===== src/rtl/icache_if.sv =====
// Fetch-side and refill-side signals of the instruction cache.
// The slave modport is the cache's view; the master modport is the datapath/memory side.
interface icache_if;
  logic        imemREN;
  logic [31:0] imemaddr;
  logic        ihit;
  logic [31:0] imemload;
  logic        flush;
  logic        iREN;
  logic [31:0] iaddr;
  logic        iwait;
  logic [31:0] iload;

  modport slave (
    input  imemREN, imemaddr, flush, iwait, iload,
    output ihit, imemload, iREN, iaddr
  );
  modport master (
    output imemREN, imemaddr, flush, iwait, iload,
    input  ihit, imemload, iREN, iaddr
  );
endinterface


===== src/rtl/icache.sv =====
// Direct-mapped, one-word-line instruction cache with a blocking refill.
// Optional hit/miss counters are enabled by defining ICACHE_STATS_EN.
module icache #(
  parameter int SETS = 16
) (
  input  logic        CLK,
  input  logic        RST,
  icache_if.slave     bus
`ifdef ICACHE_STATS_EN
  ,
  output logic [31:0] hit_count,
  output logic [31:0] miss_count
`endif
);
  localparam int IDX  = $clog2(SETS);
  localparam int TAGW = 30 - IDX;

  typedef enum logic {IDLE, FETCH} state_t;

  typedef struct packed {
    logic [TAGW-1:0] tag;
    logic [31:0]     data;
  } line_t;

  state_t          state, state_n;
  logic [31:0]     miss_addr;
  logic [SETS-1:0] valid;
  line_t           lines [SETS];

  logic [IDX-1:0]  req_idx, fill_idx;
  logic [TAGW-1:0] req_tag;
  logic            hit, miss_start, fill;
  logic            ihit_c, iren_c;
  logic [31:0]     load_c, iaddr_c;

  assign req_idx  = bus.imemaddr[IDX+1:2];
  assign req_tag  = bus.imemaddr[31:IDX+2];
  assign fill_idx = miss_addr[IDX+1:2];

  always_comb begin
    state_n    = state;
    hit        = 1'b0;
    miss_start = 1'b0;
    fill       = 1'b0;
    ihit_c     = 1'b0;
    load_c     = '0;
    iren_c     = 1'b0;
    iaddr_c    = '0;
    case (state)
      IDLE: begin
        hit    = bus.imemREN & valid[req_idx] & (lines[req_idx].tag == req_tag) & ~bus.flush;
        ihit_c = hit;
        load_c = hit ? lines[req_idx].data : '0;
        if (bus.imemREN & ~hit & ~bus.flush) begin
          miss_start = 1'b1;
          state_n    = FETCH;
        end
      end
      FETCH: begin
        // The refill always runs to completion; imemREN dropping does not abort it.
        iren_c  = 1'b1;
        iaddr_c = miss_addr;
        if (!bus.iwait) begin
          fill    = 1'b1;
          state_n = IDLE;
        end
      end
      default: state_n = IDLE;
    endcase
  end

  assign bus.ihit     = ihit_c;
  assign bus.imemload = load_c;
  assign bus.iREN     = iren_c;
  assign bus.iaddr    = iaddr_c;

  always_ff @(posedge CLK) begin
    if (RST) begin
      state     <= IDLE;
      miss_addr <= '0;
      valid     <= '0;
    end else begin
      state <= state_n;
      if (miss_start) miss_addr <= {bus.imemaddr[31:2], 2'b00};
      // A flush wins over a refill landing in the same cycle: data is written, line stays invalid.
      if (bus.flush)  valid <= '0;
      else if (fill)  valid[fill_idx] <= 1'b1;
    end
  end

  always_ff @(posedge CLK) begin
    if (!RST && fill) lines[fill_idx] <= '{tag: miss_addr[31:IDX+2], data: bus.iload};
  end

`ifdef ICACHE_STATS_EN
  always_ff @(posedge CLK) begin
    if (RST) begin
      hit_count  <= '0;
      miss_count <= '0;
    end else begin
      if (ihit_c && hit_count != '1)      hit_count  <= hit_count + 32'd1;
      if (miss_start && miss_count != '1) miss_count <= miss_count + 32'd1;
    end
  end
`endif
endmodule


===== src/flat_wrapper.sv =====
// flat-port wrapper written by rule: the top's interface ports become plain ports
module icache_flat 
#(
  parameter int SETS = 16
)
  (CLK, RST, bus_imemREN, bus_imemaddr, bus_flush, bus_iwait, bus_iload, bus_ihit, bus_imemload, bus_iREN, bus_iaddr);
  icache_if bus_i ();
  input  logic CLK;
  input  logic RST;
  input wire logic [$bits(bus_i.imemREN)-1:0] bus_imemREN;
  input wire logic [$bits(bus_i.imemaddr)-1:0] bus_imemaddr;
  input wire logic [$bits(bus_i.flush)-1:0] bus_flush;
  input wire logic [$bits(bus_i.iwait)-1:0] bus_iwait;
  input wire logic [$bits(bus_i.iload)-1:0] bus_iload;
  output wire logic [$bits(bus_i.ihit)-1:0] bus_ihit;
  output wire logic [$bits(bus_i.imemload)-1:0] bus_imemload;
  output wire logic [$bits(bus_i.iREN)-1:0] bus_iREN;
  output wire logic [$bits(bus_i.iaddr)-1:0] bus_iaddr;
  assign bus_i.imemREN = bus_imemREN;
  assign bus_i.imemaddr = bus_imemaddr;
  assign bus_i.flush = bus_flush;
  assign bus_i.iwait = bus_iwait;
  assign bus_i.iload = bus_iload;
  assign bus_ihit = bus_i.ihit;
  assign bus_imemload = bus_i.imemload;
  assign bus_iREN = bus_i.iREN;
  assign bus_iaddr = bus_i.iaddr;
  icache #(.SETS(SETS)) u_core (.CLK(CLK), .RST(RST), .bus(bus_i));
endmodule

===== config.mk =====
export PLATFORM = sky130hd
export DESIGN_NAME = icache_flat
export DESIGN_NICKNAME = d
export VERILOG_FILES = /design/src/rtl/icache_if.sv /design/src/rtl/icache.sv /design/src/flat_wrapper.sv
export SDC_FILE = /design/constraint.sdc
export NUM_CORES = 1
export LEC_CHECK = 0
export CORE_MARGIN = 3
export CORE_UTILIZATION = 50
export DETAILED_ROUTE_END_ITERATION = 6
export PLACE_DENSITY = 0.74
export SYNTH_ARGS = -nofsm -noshare
export SYNTH_HDL_FRONTEND = slang
export SYNTH_SLANG_ARGS = --single-unit
export TNS_END_PERCENT = 5

===== constraint.sdc =====
create_clock -name CLK -period 5.03 [get_ports CLK]
set_input_delay 1.006 -clock CLK [delete_from_list [all_inputs] [get_ports CLK]]
set_output_delay 1.006 -clock CLK [all_outputs]
set_load 0.02 [all_outputs]

==> flow_metrics.tcl, run 1 <==
set metrics [dict create \
    crit_path_max_fanout 33 \
    fin_nets 2224 \
    die_w_um 285 \
    synth_area_leaders "edfxtp_1 (72%), mux4_2 (15%), dfxtp_1 (2.4%)" \
    clock_path_buffers 3 \
    dp.cells 3084 \
    postCtsHoldBufs 0 \
    routed_wirelength_um 94700 \
    p_leak_nw 14.8 \
    fillCellCount 5253 \
    dp_hpwl_um 50900 \
    skew_ns 0.0442 \
    worstPathCellList "buf_6, buf_6, buf_12, mux4_2, mux2i_4, mux2i_1, nand4_1, nor3b_1, nand4_1, or4_4, buf_12, nor2b_2, buf_4" \
    worstPathArrival_ns 4.25 \
    setup_viol 33 \
    syn-instance-count 1896 \
    crit_type "input port to primary output" \
    synth_top_family_by_area "multiplexers" \
    grt_overflow 0 \
    drtAntennaViolNets 0 \
    synthXorXnorAreaFrac_pct 0.743 \
    ys_warn_count 0 \
    first_pass_iters 6 \
    io_pins 135 \
    cp-start-kind "input port" \
    cts_buffers 94 \
    fmaxAchievable_ghz 0.190 \
    grt_pass1_vias 21000 \
    synth_edf_count 928 \
    violations "negative setup slack" \
    multi_input_area_um2 9700 \
    netlist.top_cell.by_area "edfxtp_1" \
    p_total_mw 16.9 \
    synth_fa_ha_area_share_pct 0 \
    fin_cells 3262 \
    status "finished with violations" \
    clock-sinks 975 \
    ys.flop_type "edfxtp_1" \
    ys_ff_latch 975 \
    power.density_nw_per_um2 370 \
    die_h_um 285 \
    synthSimpleGateAreaFrac_pct 3.66 \
    vias 20600 \
    synth_top_cell_area_share_pct 71.7 \
    maxSlewHeadroom_pct 23.7 \
    grt_first_pass_wirelength_um 139000 \
    synthArstFlopShare_pct 0 \
    cts-root-buf "clkbuf_16" \
    worst_setup_hold_path_clk_slew_ns 0.06 \
    final-seq-area_um2 28800 \
    dr.first_iter.drc_count 2393 \
    synth_compound_area_share_pct 3.22 \
    slew_violations 0 \
    htree_levels 3 \
    io_buffers 130 \
    synth.avg_cell_area_um2 20.5 \
    yosys-mux-area-fraction_pct 16.7 \
    route.detailed.wl_per_inst_um 29.0 \
    grt_use_total_pct 23.3 \
    critPathSlowestCell "mux4_2" \
    yosysMostFrequentCell "edfxtp_1" \
    initial_core_util_pct 50.9 \
    setup_tns_ns -6.43 \
    fin_hold_ws_ns 0.474 \
    maxCapViolCount 0 \
    antenna_found_initial 4 \
    yosys-top-cells-count "edfxtp_1 (928), mux4_2 (253), mux2i_1 (72)" \
    drc 0 \
    synth_cell_types 64 \
    core_um2 76500 \
    crit_path_max_incr_delay_ns 0.57 \
    die-area_um2 81200 \
    finalCritPeriodShare_pct 104 \
    worstSkewPairLatency_ns 0.66 \
    ys_seq_area_share_pct 74.1 \
    endpoint_kind "primary output" \
    grt_max_degree 87 \
    via_per_inst 6.31 \
    finalWorstSetupSlack_ns -0.222 \
    cp.required_ns 4.02 \
    layout-drive-gt1-share_pct 28.5 \
    hold_viol 0 \
    syn_area_um2 38900 \
    place.gp.congestion 0.917 \
    row_count 101 \
    cts_tree "yes" \
    min_period_ns 5.25 \
    ir_drop_uv 366 \
    rsz0062_at_grt "yes" \
    hold_class "flip-flop to flip-flop" \
    worstMarginPinSlew_ns 1.14 \
    area_delta_synth_final_pct 17.5 \
]
-- state kept, by name, indices dropped and copies added, names as in the netlist --
signal            flops
u_core.state          1
u_core.lines        928
u_core.valid         16
u_core.miss_addr     30
-- timing repair --
item / 4_1_cts / 5_1_grt
cloned: 3 / 1
pin swaps: 0 / 1
buffers inserted: 0 / 1
gates resized for setup: 185 / 16
endpoints found under the setup margin: 33 / 33
endpoints found under the hold margin: 0 / 0
-- critical path, delay by kind of cell --
family | cells | cell delay [ns]
muxes | 3 | 1.01
buffers and inverters | 5 | 0.84
and+or+nand+nor | 5 | 1.32
-- cell usage in the layout (no fill, tap or decap), drive strengths merged, types with 5 or more instances in the layout --
| cell | instances |
|---|---|
| a32oi | 30 |
| edfxtp | 928 |
| nor2b | 43 |
| mux2 | 6 |
| a22oi | 5 |
| bufinv | 8 |
| nand2b | 5 |
| nor3 | 7 |
| xnor2 | 24 |
| a221oi | 6 |
| clkdlybuf4s50 | 93 |
| nand2 | 51 |
| nand3 | 6 |
| a31oi | 6 |
| nor2 | 50 |
| inv | 7 |
| o311ai | 32 |
| mux4 | 253 |
| o21ai | 37 |
| mux2i | 72 |
| dfxtp | 47 |
| a21oi | 20 |
| and2 | 34 |
| nor3b | 30 |
| clkinv | 48 |
| buf | 186 |
| or2 | 6 |
| clkbuf | 113 |
| xor2 | 9 |
-- kinds of logic after synthesis --
group / after synthesis
flops: 975
mux: 331
simple gates: 258
compound gates: 169
buf+inv: 129
xor+xnor: 33
other cells: 1
-- area by class of cell --
cell class                      instances  share of cell area (%)
Antenna cell                            2                  0.0110
Clock buffer                          112                    5.34
Clock inverter                         59                    1.31
Inverter                                7                  0.0685
Multi-Input combinational cell        793                    21.2
Sequential cell                       975                    63.0
Tap cell                             1030                    2.82
Timing Repair Buffer                  284                    6.16
-- metal layers --
metal	up-vias	share of wire, %	global-route usage [%]
met5	-	0.012	0
met4	2	3.0	7.59
met3	184	10	5.52
met2	1226	48	36.7
met1	10700	39	32.5
li1	8425	-	-
-- where the power goes --
group,internal [mW],switching [mW]
clock network,3.90,2.99
logic,0.457,0.469
registers,8.95,0.123
total,13.3,3.58
-- worst paths after layout --
check / cells past startpoint / slack, ns / from / end
min: 2 / 0.47 / u_core.valid[6] / u_core.valid[6]
min reg2reg: 2 / 0.47 / u_core.valid[6] / u_core.valid[6]
max reg2reg: 11 / 1.46 / u_core.lines[13][52] / u_core.miss_addr[10]
max: 13 / -0.22 / bus_imemaddr[3] / bus_imemload[19]
-- metrics by stage --
stage | instance area, um2 | setup WS, ns | utilization (%)
2_1_floorplan | 38900 | 0.00408 | -
3_3_place_gp | 42400 | -0.752 | 55.5
3_5_place_dp | 42400 | -0.811 | 55.5
4_1_cts | 45600 | -0.142 | 59.6
5_1_grt | 45700 | -0.384 | 59.8
6_report | 45700 | -0.222 | 59.8
Note: power is estimated with default switching activity, not from simulation.
==> inputs of run 2 (changes only) <==
--- a/config.mk
+++ b/config.mk
@@ -5,9 +5,9 @@
 export SDC_FILE = /design/constraint.sdc
 export NUM_CORES = 1
 export LEC_CHECK = 0
-export CORE_MARGIN = 3
 export CORE_UTILIZATION = 50
 export DETAILED_ROUTE_END_ITERATION = 6
+export GPL_TIMING_DRIVEN = 0
 export PLACE_DENSITY = 0.74
 export SYNTH_ARGS = -nofsm -noshare
 export SYNTH_HDL_FRONTEND = slang
==> run 2 against run 1 <==
  * Global-route usage is 3.4 points higher
  * Hold slack worse by 0.0022 ns
  * Wire length is 9.7% higher
  * Combinational power grew 7.6%
  * Utilization increased by 1.2 points
  * Critical endpoint is now bus_imemload[28]
  * Via count grew 2.7%
  * The run still ends with negative setup slack left
  * First-iteration DRC count rose by 24%
==> flow_metrics.tcl, run 2 (synthesis results as in run 1) <==
set metrics [dict create \
    worstMarginPinSlew_ns 1.02 \
    endpoint_kind "primary output" \
    row_count 101 \
    drc 0 \
    antenna_found_initial 8 \
    skew_ns 0.0299 \
    grt_pass1_vias 21400 \
    layout-drive-gt1-share_pct 28.6 \
    initial_core_util_pct 50.9 \
    cts_tree "yes" \
    hold_class "flip-flop to flip-flop" \
    worstPathArrival_ns 4.49 \
    min_period_ns 5.49 \
    dp_hpwl_um 65800 \
    die-area_um2 78900 \
    finalWorstSetupSlack_ns -0.461 \
    multi_input_area_um2 9940 \
    cp-start-kind "input port" \
    cts-root-buf "clkbuf_16" \
    worstPathCellList "buf_12, buf_8, buf_6, buf_6, mux4_2, mux2i_4, mux2i_1, nand4_1, nor3b_1, nand4_1, or4_4, buf_8, nor2b_1, clkdlybuf4s15_2" \
    via_per_inst 6.42 \
    p_leak_nw 15.0 \
    fin_nets 2251 \
    maxCapViolCount 0 \
    core_um2 76500 \
    clock_path_buffers 3 \
    final_area_um2 46600 \
    cts_buffers 96 \
    rsz0062_at_grt "yes" \
    power.density_nw_per_um2 371 \
    place_area_um2 42500 \
    slew_violations 0 \
    grt_first_pass_wirelength_um 149000 \
    dp.cells 3097 \
    layout_common_cells "edfxtp_1 (928), mux4_2 (253), clkbuf_16 (98)" \
    grt_use_total_pct 26.7 \
    crit_path_max_fanout 10 \
    dr.first_iter.drc_count 2970 \
    maxSlewHeadroom_pct 31.8 \
    die_w_um 281 \
    critPathSlowestCell "or4_4" \
    setup_viol 33 \
    routed_wirelength_um 104000 \
    area_delta_synth_final_pct 19.8 \
    die_h_um 281 \
    status "finished with violations" \
    grt_max_degree 25 \
    vias 21100 \
    regMostFlops "u_core.lines" \
    worst_setup_hold_path_clk_slew_ns 0.06 \
    final-seq-area_um2 28800 \
    ir_drop_uv 291 \
    worstSkewPairLatency_ns 0.68 \
    fillCellCount 5166 \
    htree_levels 3 \
    io_buffers 125 \
    final_common_cell "edfxtp_1" \
    fmaxAchievable_ghz 0.182 \
    grt_overflow 0 \
    violations "negative setup slack" \
    fin_cells 3290 \
    first_pass_iters 6 \
    place.gp.congestion 0.949 \
    crit_path_max_incr_delay_ns 0.62 \
    route.detailed.wl_per_inst_um 31.6 \
    largest_reg_flops 928 \
    drtAntennaViolNets 0 \
    cp.required_ns 4.02 \
    crit_type "input port to primary output" \
    p_total_mw 17.3 \
    hold_viol 0 \
    io_pins 135 \
    clock-sinks 975 \
    reg.largest.list "u_core.lines (928), u_core.miss_addr (30), u_core.valid (16)" \
    finalCritPeriodShare_pct 109 \
]
[run 2: layout make-up]
cell class                      count  area share (%)
Timing Repair Buffer              187            5.04
Buffer                            122            2.19
Inverter                            7          0.0564
Tap cell                         1030            2.77
Clock inverter                     60            1.41
Clock buffer                      115            5.40
Antenna cell                        1         0.00537
Sequential cell                   975            61.8
Multi-Input combinational cell    793            21.3
[run 2: critical path: cells and delay by family]
kind | cells | cell delay [ns]
simple gates | 5 | 1.31
buf+inv | 6 | 1.21
mux | 3 | 0.92
[run 2: per-stage QoR]
step,hold WS [ns],TNS [ns],utilization [%],setup slack [ns]
after floorplan,0.431,0,-,0.00408
after global placement,0.444,-3764.89,54.2,-4.22
after detailed placement,0.459,-76.16,55.6,-2.24
after CTS,0.474,-10.40,60.8,-0.381
after global routing,0.507,-13.23,61.0,-0.489
final,0.472,-12.68,61.0,-0.461
[run 2: routing by layer]
| layer | up-vias | part of all wire (%) | GRT usage (%) |
|---|---|---|---|
| li1 | 8490 | - | - |
| met1 | 11000 | 38 | 37.0 |
| met2 | 1398 | 48 | 42.5 |
| met3 | 232 | 9.8 | 4.90 |
| met4 | 6 | 3.7 | 10.1 |
| met5 | - | 0.043 | 0 |
[run 2: power breakdown]
group	internal (mW)	total [mW]	switching, mW
clock network	4.15	7.22	3.07
logic	0.452	0.996	0.544
registers	8.95	9.07	0.118
total	13.6	17.3	3.73
[run 2: worst paths after layout]
kind         slack [ns]                 from  cells after the start                  end
max               -0.46      bus_imemaddr[4]                     14     bus_imemload[28]
min                0.47     u_core.valid[14]                      2     u_core.valid[14]
max reg2reg        1.48  u_core.lines[3][32]                      9  u_core.miss_addr[5]
min reg2reg        0.47     u_core.valid[14]                      2     u_core.valid[14]
[run 2: timing repair]
item,CTS,global route
hold buffers,0,0
buffers inserted,16,0
pin swaps,2,2
gates resized for setup,378,40
setup endpoints to repair,33,33
cloned,1,0
